## src/rtl/stream_mux_arb.sv

```systemverilog
// N-channel stream multiplexer with round-robin or steered selection,
// packet locking on last, and a registered output stage.
module stream_mux_arb #(
  parameter  int WIDTH  = 8,
  parameter  int NUM_CH = 4,
  parameter  int MODE   = 0,
  localparam int SEL_W  = (NUM_CH > 1) ? $clog2(NUM_CH) : 1
) (
  input  logic                    clk,
  input  logic                    rst_n,
  input  logic [NUM_CH-1:0]       in_valid,
  output logic [NUM_CH-1:0]       in_ready,
  input  logic [NUM_CH*WIDTH-1:0] in_data,
  input  logic [NUM_CH-1:0]       in_last,
  input  logic [SEL_W-1:0]        sel,
  output logic                    out_valid,
  input  logic                    out_ready,
  output logic [WIDTH-1:0]        out_data,
  output logic                    out_last,
  output logic [SEL_W-1:0]        out_ch
);

  localparam logic [0:0] IDLE   = 1'b0;
  localparam logic [0:0] LOCKED = 1'b1;

  logic [0:0]       state_q, state_d;
  logic [SEL_W-1:0] rr_ptr_q, rr_ptr_d;
  logic [SEL_W-1:0] lock_ch_q, lock_ch_d;
  logic             out_valid_q, out_valid_d;
  logic [WIDTH-1:0] out_data_q, out_data_d;
  logic             out_last_q, out_last_d;
  logic [SEL_W-1:0] out_ch_q, out_ch_d;

  logic             load, gnt_vld, xfer;
  logic [SEL_W-1:0] gnt_idx;
  int               idx;

  // At most one grant, and only when the output register can accept a beat.
  always_comb begin
    gnt_vld = 1'b0;
    gnt_idx = '0;
    idx     = 0;
    load    = !out_valid_q || out_ready;
    if (rst_n && load) begin
      if (state_q == LOCKED) begin
        gnt_vld = 1'b1;
        gnt_idx = lock_ch_q;
      end else if (MODE == 1) begin
        if (int'(sel) < NUM_CH) begin
          gnt_vld = 1'b1;
          gnt_idx = sel;
        end
      end else begin
        // Walk downward so the last hit is the nearest valid channel at/after rr_ptr.
        for (int k = NUM_CH - 1; k >= 0; k--) begin
          idx = int'(rr_ptr_q) + k;
          if (idx >= NUM_CH) idx = idx - NUM_CH;
          if (in_valid[idx]) begin
            gnt_vld = 1'b1;
            gnt_idx = SEL_W'(idx);
          end
        end
      end
    end
  end

  always_comb begin
    in_ready = '0;
    if (gnt_vld) in_ready[gnt_idx] = 1'b1;
  end

  assign xfer = gnt_vld && in_valid[gnt_idx];

  always_comb begin
    state_d     = state_q;
    rr_ptr_d    = rr_ptr_q;
    lock_ch_d   = lock_ch_q;
    out_valid_d = out_valid_q;
    out_data_d  = out_data_q;
    out_last_d  = out_last_q;
    out_ch_d    = out_ch_q;
    if (xfer) begin
      out_valid_d = 1'b1;
      out_data_d  = in_data[int'(gnt_idx)*WIDTH +: WIDTH];
      out_last_d  = in_last[gnt_idx];
      out_ch_d    = gnt_idx;
      if (in_last[gnt_idx]) begin
        state_d  = IDLE;
        rr_ptr_d = (int'(gnt_idx) == NUM_CH - 1) ? '0 : gnt_idx + SEL_W'(1);
      end else begin
        state_d   = LOCKED;
        lock_ch_d = gnt_idx;
      end
    end else if (load) begin
      out_valid_d = 1'b0;
    end
  end

  always_ff @(posedge clk) begin
    if (!rst_n) begin
      state_q     <= IDLE;
      rr_ptr_q    <= '0;
      lock_ch_q   <= '0;
      out_valid_q <= 1'b0;
      out_data_q  <= '0;
      out_last_q  <= 1'b0;
      out_ch_q    <= '0;
    end else begin
      state_q     <= state_d;
      rr_ptr_q    <= rr_ptr_d;
      lock_ch_q   <= lock_ch_d;
      out_valid_q <= out_valid_d;
      out_data_q  <= out_data_d;
      out_last_q  <= out_last_d;
      out_ch_q    <= out_ch_d;
    end
  end

  assign out_valid = out_valid_q;
  assign out_data  = out_data_q;
  assign out_last  = out_last_q;
  assign out_ch    = out_ch_q;

endmodule

```

## config.mk

```make
export PLATFORM = sky130hd
export DESIGN_NAME = stream_mux_arb
export DESIGN_NICKNAME = d
export VERILOG_FILES = /design/src/rtl/stream_mux_arb.sv
export SDC_FILE = /design/constraint.sdc
export NUM_CORES = 1
export LEC_CHECK = 0
export ABC_AREA = 1
export CAP_MARGIN = 20
export CORE_ASPECT_RATIO = 1.1
export CORE_MARGIN = 5
export CORE_UTILIZATION = 42
export DETAILED_ROUTE_END_ITERATION = 8
export PLACE_DENSITY_LB_ADDON = 0.05
export SLEW_MARGIN = 10
export SYNTH_ARGS = -nofsm -noshare
export SYNTH_HDL_FRONTEND = slang
export SYNTH_SLANG_ARGS = --single-unit
```

## constraint.sdc

```tcl
create_clock -name clk -period 2.6 [get_ports clk]
set_input_delay 0.52 -clock clk [delete_from_list [all_inputs] [get_ports clk]]
set_output_delay 0.52 -clock clk [all_outputs]
set_load 0.05 [all_outputs]
```

Word level (Yosys, flattened, before mapping):

Cells that the tools add are included.

* word-level logic and storage cells: 83
* register bits: 17

* order comparisons: 10
* add/sub/neg operators: 8
* equal/unequal tests: 1
* multiplexer cells: 47
* bitwise operators: 1
* reduce and logical (&&, ||, !) cells: 8
* shift operators: 1

Operator list (count)
* 2-to-1 mux 32 bit: 12
* less-than comparator 32 x 4 -> 1 bit (second input constant): 4
* variable part select 32 x 6 -> 8 bit: 1
* 2-to-1 mux 1 bit: 20
* 2-to-1 mux 2 bit: 7
* binary-select mux 1 bit (select 2 bit): 6
* subtractor 3 x 3 -> 4 bit (second input constant): 3
* greater-or-equal comparator 3 bit (second input constant): 3
* adder 2 x 2 -> 3 bit (second input constant): 2
* 2-to-1 mux 4 bit: 1
* AND reduction 2 bit: 2
* subtractor 2 x 3 -> 4 bit (second input constant): 1
* adder 2 x 1 -> 3 bit (second input constant): 1
* greater-or-equal comparator 2 x 3 -> 1 bit (second input constant): 1
* logical AND 1 bit: 3
* less-than comparator 2 x 3 -> 1 bit (second input constant): 1
* adder 2 x 1 -> 2 bit (second input constant): 1
* demux 1 bit (select 2 bit): 1
* == test 2 x 1 -> 1 bit (second input constant): 1
* greater-or-equal comparator 2 x 1 -> 1 bit (second input constant): 1
* nonzero test 2 bit: 1
* logical NOT 1 bit: 1
* logical OR 1 bit: 1
* inverter 1 bit: 1

Logic depth before layout (Yosys ltp):

* word-level depth: 19
* gate-level depth with buffers: 20

Worst setup path before layout:

Ideal clock, no wire load.

* path type: input to output
* from: input port in_valid[1]
* to: output port in_ready[3]
* path buffers: 1
* arrival: 2.340 ns
* setup slack: -0.260 ns
* stages on the path: 14
* cells stage by stage: inv_1 > nand2_1 > and2_4 > nand2_2 > nand2_2 > nor2_1 > nand2_2 > nand3_4 > nand2_4 > inv_1 > buf_2 > ha_1 > inv_1 > nor2_1

* word-level cells in the longest chain between the ends: 14
* elaborated cells on any way between the ends: 30

RTL lines
* start: declaration: RTL line 11 `input logic [NUM_CH-1:0] in_valid,`
* binary-select mux 1 bit (select 2 bit): RTL line 58 `if (in_valid[idx]) begin`
* 2-to-1 mux 1 bit (implied by the code) (2 in a row): RTL line 58
* 2-to-1 mux 2 bit (3 in a row): RTL line 58
* 2-to-1 mux 2 bit (*): RTL line 58
* 2-to-1 mux 2 bit (*): RTL line 45 `if (state_q == LOCKED) begin`
* 2-to-1 mux 2 bit (*): RTL line 44 `if (rst_n && load) begin`
* named net gnt_idx[0]: RTL line 35 `logic [SEL_W-1:0] gnt_idx;`
* less-than comparator 2 x 3 -> 1 bit (implied by the code) or greater-or-equal comparator 2 x 1 -> 1 bit (tied branches): RTL line 69 `if (gnt_vld) in_ready[gnt_idx] = 1'b1;`
* logical AND 1 bit (implied by the code): RTL line 69
* 2-to-1 mux 1 bit (implied by the code): RTL line 69
* demux 1 bit (select 2 bit) (*): RTL line 69
* 2-to-1 mux 4 bit (*): RTL line 69
* end: declaration: RTL line 12 `output logic [NUM_CH-1:0] in_ready,`

Mark *: on every way through the listed nets, which the timed path passes. The rest lies on a longest branch. The select of a mux whose other input is x is not followed.

Final worst setup path:

* from: register rr_ptr_q[0]
* to: output port in_ready[2]

* word-level cells in the longest chain between the ends: 19
* elaborated cells on any way between the ends: 53

RTL lines
* start: declaration: RTL line 27 `logic [SEL_W-1:0] rr_ptr_q, rr_ptr_d;`
* start signal: assignment: RTL line 110 `rr_ptr_q <= rr_ptr_d;`
* adder 2 x 2 -> 3 bit: RTL line 56 `idx = int'(rr_ptr_q) + k;`
* subtractor 3 x 3 -> 4 bit or greater-or-equal comparator 3 bit (tied branches): RTL line 57 `if (idx >= NUM_CH) idx = idx - NUM_CH;`
* 2-to-1 mux 32 bit: RTL line 57
* 2-to-1 mux 32 bit: RTL line 45
* 2-to-1 mux 32 bit: RTL line 44
* binary-select mux 1 bit (select 2 bit): RTL line 58
* 2-to-1 mux 1 bit (implied by the code) (2 in a row): RTL line 58
* 2-to-1 mux 2 bit (4 in a row): RTL line 58
* 2-to-1 mux 2 bit: RTL line 45
* 2-to-1 mux 2 bit: RTL line 44
* less-than comparator 2 x 3 -> 1 bit (implied by the code) or greater-or-equal comparator 2 x 1 -> 1 bit (tied branches): RTL line 69
* logical AND 1 bit (implied by the code): RTL line 69
* 2-to-1 mux 1 bit (implied by the code): RTL line 69
* demux 1 bit (select 2 bit): RTL line 69
* 2-to-1 mux 4 bit (*): RTL line 69

Every way passes the cells marked *; elsewhere a longest branch is shown, timed or not. The select of a mux whose other input is x is not followed.

==> summary.txt <==
Outcome -> complete, no violations
Worst path arrival time -> 2.00 ns
Final hold vios -> 0
Top-area cell type share of the netlist area -> 24.2%
Register area -> 348 µm²
Routed Antenna Nets -> 0
Layout Cells excl Fill -> 341
Highest Clock Rate -> 397 MHz
Count of flip-flops with a built-in enable after synthesis -> 0
Post-cts hold buffer count -> 0
Placed cell area -> 0.00223 mm²
H-tree Lvls -> 1
Min Tclk post-route -> 2.52 ns
Final clock skew -> 0.00638 ns
Avg Cell Area, Syn -> 6.30 µm²
CTS tree -> done
Layout cell share with drive strength beyond 1 -> 35.7%
Antenna cell count -> 0
Gr usage total -> 17.2%
Crit Path Max Fanout -> 8
Largest net degree at the start of global routing -> 17
Vias in the first global route -> 1,532
Worst Setup End Kind -> output port
Mapped cell area -> 0.00140 mm²
Clk buf depth -> 2
P_leak -> 1.10 nW
Ports -> 61
Final setup TNS -> 0 ns
Die H -> 70.6 µm
Reg-to-Reg End -> out_data[3]
Footprint of the multi-input gates -> 0.00105 mm²
Area Overhead vs Synth -> 73.3%
Worst vdd ir -> 0.000919 V
Total number of vias -> 1,633
Top FF cell, synth -> dfxtp_1
CTS Sinks -> 17
Die span in x -> 65.1 µm
Seq/Total Area, Yosys -> 24.2%
Wire per inst -> 11.6 µm
Worst Hold Class -> flop to flop
Remaining global-route overflow -> 0
Post-synth top cells -> nor2_1 (49), nand2_1 (37), inv_1 (22), o21ai_0 (22), dfxtp_1 (17)
CP Launch Point -> rr_ptr_q[0]
Rows -> 22
First-pass GRT wire length -> 6380 µm
Final Setup Violations -> 0
CTS buffer count -> 3
Final #Nets -> 355
# DRC -> 0
Flop2flop setup slack -> 0.43 ns
Pins Over Slew Limit -> 0
Gpl congestion -> 0.767
Fill cells -> 267
Power density cells -> 1060 mW/mm²
Layout Utilization -> 74.3%
WS Path Type -> flop to output port
Crit path to -> in_ready[2]
Initial antenna violation count -> 0
Worst Path Required -> 2.08 ns
Core area -> 0.00328 mm²
Startpoint types -> flop
DIE AREA -> 0.00460 mm²
Most numerous cell in the Yosys netlist -> nor2_1
Worst-Skew Late Latency -> 0.29 ns
DP Wirelength -> 3180 µm
Clock-pin slew on the worst setup and hold paths -> 0.09 ns
Synthesized Nets -> 272
Top area cells in the synthesized netlist -> dfxtp_1 (24%), nor2_1 (13%), nand2_1 (9.9%), o21ai_0 (7.8%), nand2_2 (6.2%)
Placed insts -> 333
Period Utilization, post-route -> 97.0%
Synth area leader -> dfxtp_1
WHS -> 0.466 ns
Worst-case reg-to-reg path depth -> 17
CTS root buffer -> clkbuf_4
Worst R2R Start -> rr_ptr_q[0]
Syn Inst Count -> 223
Yosys warnings -> 0
Worst-margin pin slew -> 0.540 ns
Vias/cell -> 4.79
Cell area after layout -> 0.00243 mm²
FFs w/ async S/R, synth -> 0%
# port buffers -> 58
Yosys reg bits -> 17
Initial Utilization -> 42.9%
Final wirelength -> 3970 µm
Drt first-iter violations -> 39
Worst slew margin -> 63.9%
MaxCap Viol Count -> 0
Total iterations of the first detailed-routing run -> 4
Unique masters post-synth -> 24
## per-stage QoR
step / worst slack (ns) / total power, mW
2_1_floorplan: 0.0935 / 1.66
3_3_place_gp: -0.307 / 2.24
5_1_grt: -0.0208 / 2.79
4_1_cts: 0.0189 / 2.45
3_5_place_dp: -0.316 / 2.26
6_report: 0.0789 / 2.59
## registers in the layout, summed over array words and instances, names as in the netlist
register,count
out_valid,1
out_last,1
lock_ch_q,2
state_q,1
out_data,8
rr_ptr_q,2
out_ch,2
## report_power, final
part           switching, mW  internal [mW]  total (mW)  leakage, nW
clock                 0.0789         0.0597       0.139       0.0150
combinational           1.20          0.813        2.01        0.947
sequential            0.0765          0.361       0.437        0.141
total                   1.35           1.23        2.59         1.10
## worst max-delay path: stages, from the launching register on
cell and delay [ns]:
dfxtp_4 0.43, inv_6 0.06, nand2_4 0.06, and2_4 0.14, nand2_2 0.06, nand2_4 0.07
inv_2 0.04, nand2_1 0.07, nand2_2 0.07, a21oi_4 0.22, ha_2 0.21, inv_2 0.04
nor2_4 0.08, buf_8 0.15
## per-layer routing
metal  part of all wire [%]  global-route usage [%]  up-vias  wire (µm)
met5                      0                       0        -          0
li1                       -                       -      872          -
met3                    7.2                    5.87        4        285
met1                     39                    18.1      716       1560
met4                   0.68                    2.76        0         27
met2                     53                    33.1       41       2100
## cells in the final DEF, fill, tap and decap left out, types with 3 or more instances in the layout
master	n
a21oi_1	3
nand3_2	8
nand2_4	10
clkdlybuf4s50_1	50
nand3_1	10
inv_1	13
nor2_1	41
nand2_2	18
dfxtp_1	15
nor2_4	6
o22ai_1	8
o21ai_0	22
o21ai_1	3
clkbuf_4	3
buf_12	4
buf_4	27
nand2_1	26
nor2_2	4
inv_2	11
## worst min-delay path by stage
stage,slack [ns],end,cells past startpoint,startpoint
CTS,0.47,out_last,2,out_last
detailed placement,0.46,out_last,2,out_last
floorplan,0.48,state_q,2,state_q
global route,0.49,out_last,2,out_last
global placement,0.45,out_last,2,out_last
finish,0.47,out_last,2,out_last
## what timing repair did
action                                  CTS  global route
endpoints found under the setup margin    4             4
setup buffers                             2             3
pin swaps                                 5             8
resized for setup                        29            34
## final cells by class
cell class              count  area share, %
flip-flops and latches     17           14.3
repair buffers             87           34.8
well taps                  36           1.85
inverters                  27           4.68
multi-input cells         170           43.3
clock buffers               4           1.08
## logic make-up after synthesis
logic type | count (synthesis) | share of synthesized area [%]
AO/OA/AOI/OAI | 39 | 14.9
buffers and inverters | 36 | 12.7
flip-flops | 17 | 24.2
adder cells (fa/ha/maj) | 4 | 3.57
AND/OR/NAND/NOR | 127 | 44.7
Note: power is estimated with default switching activity, not from simulation.
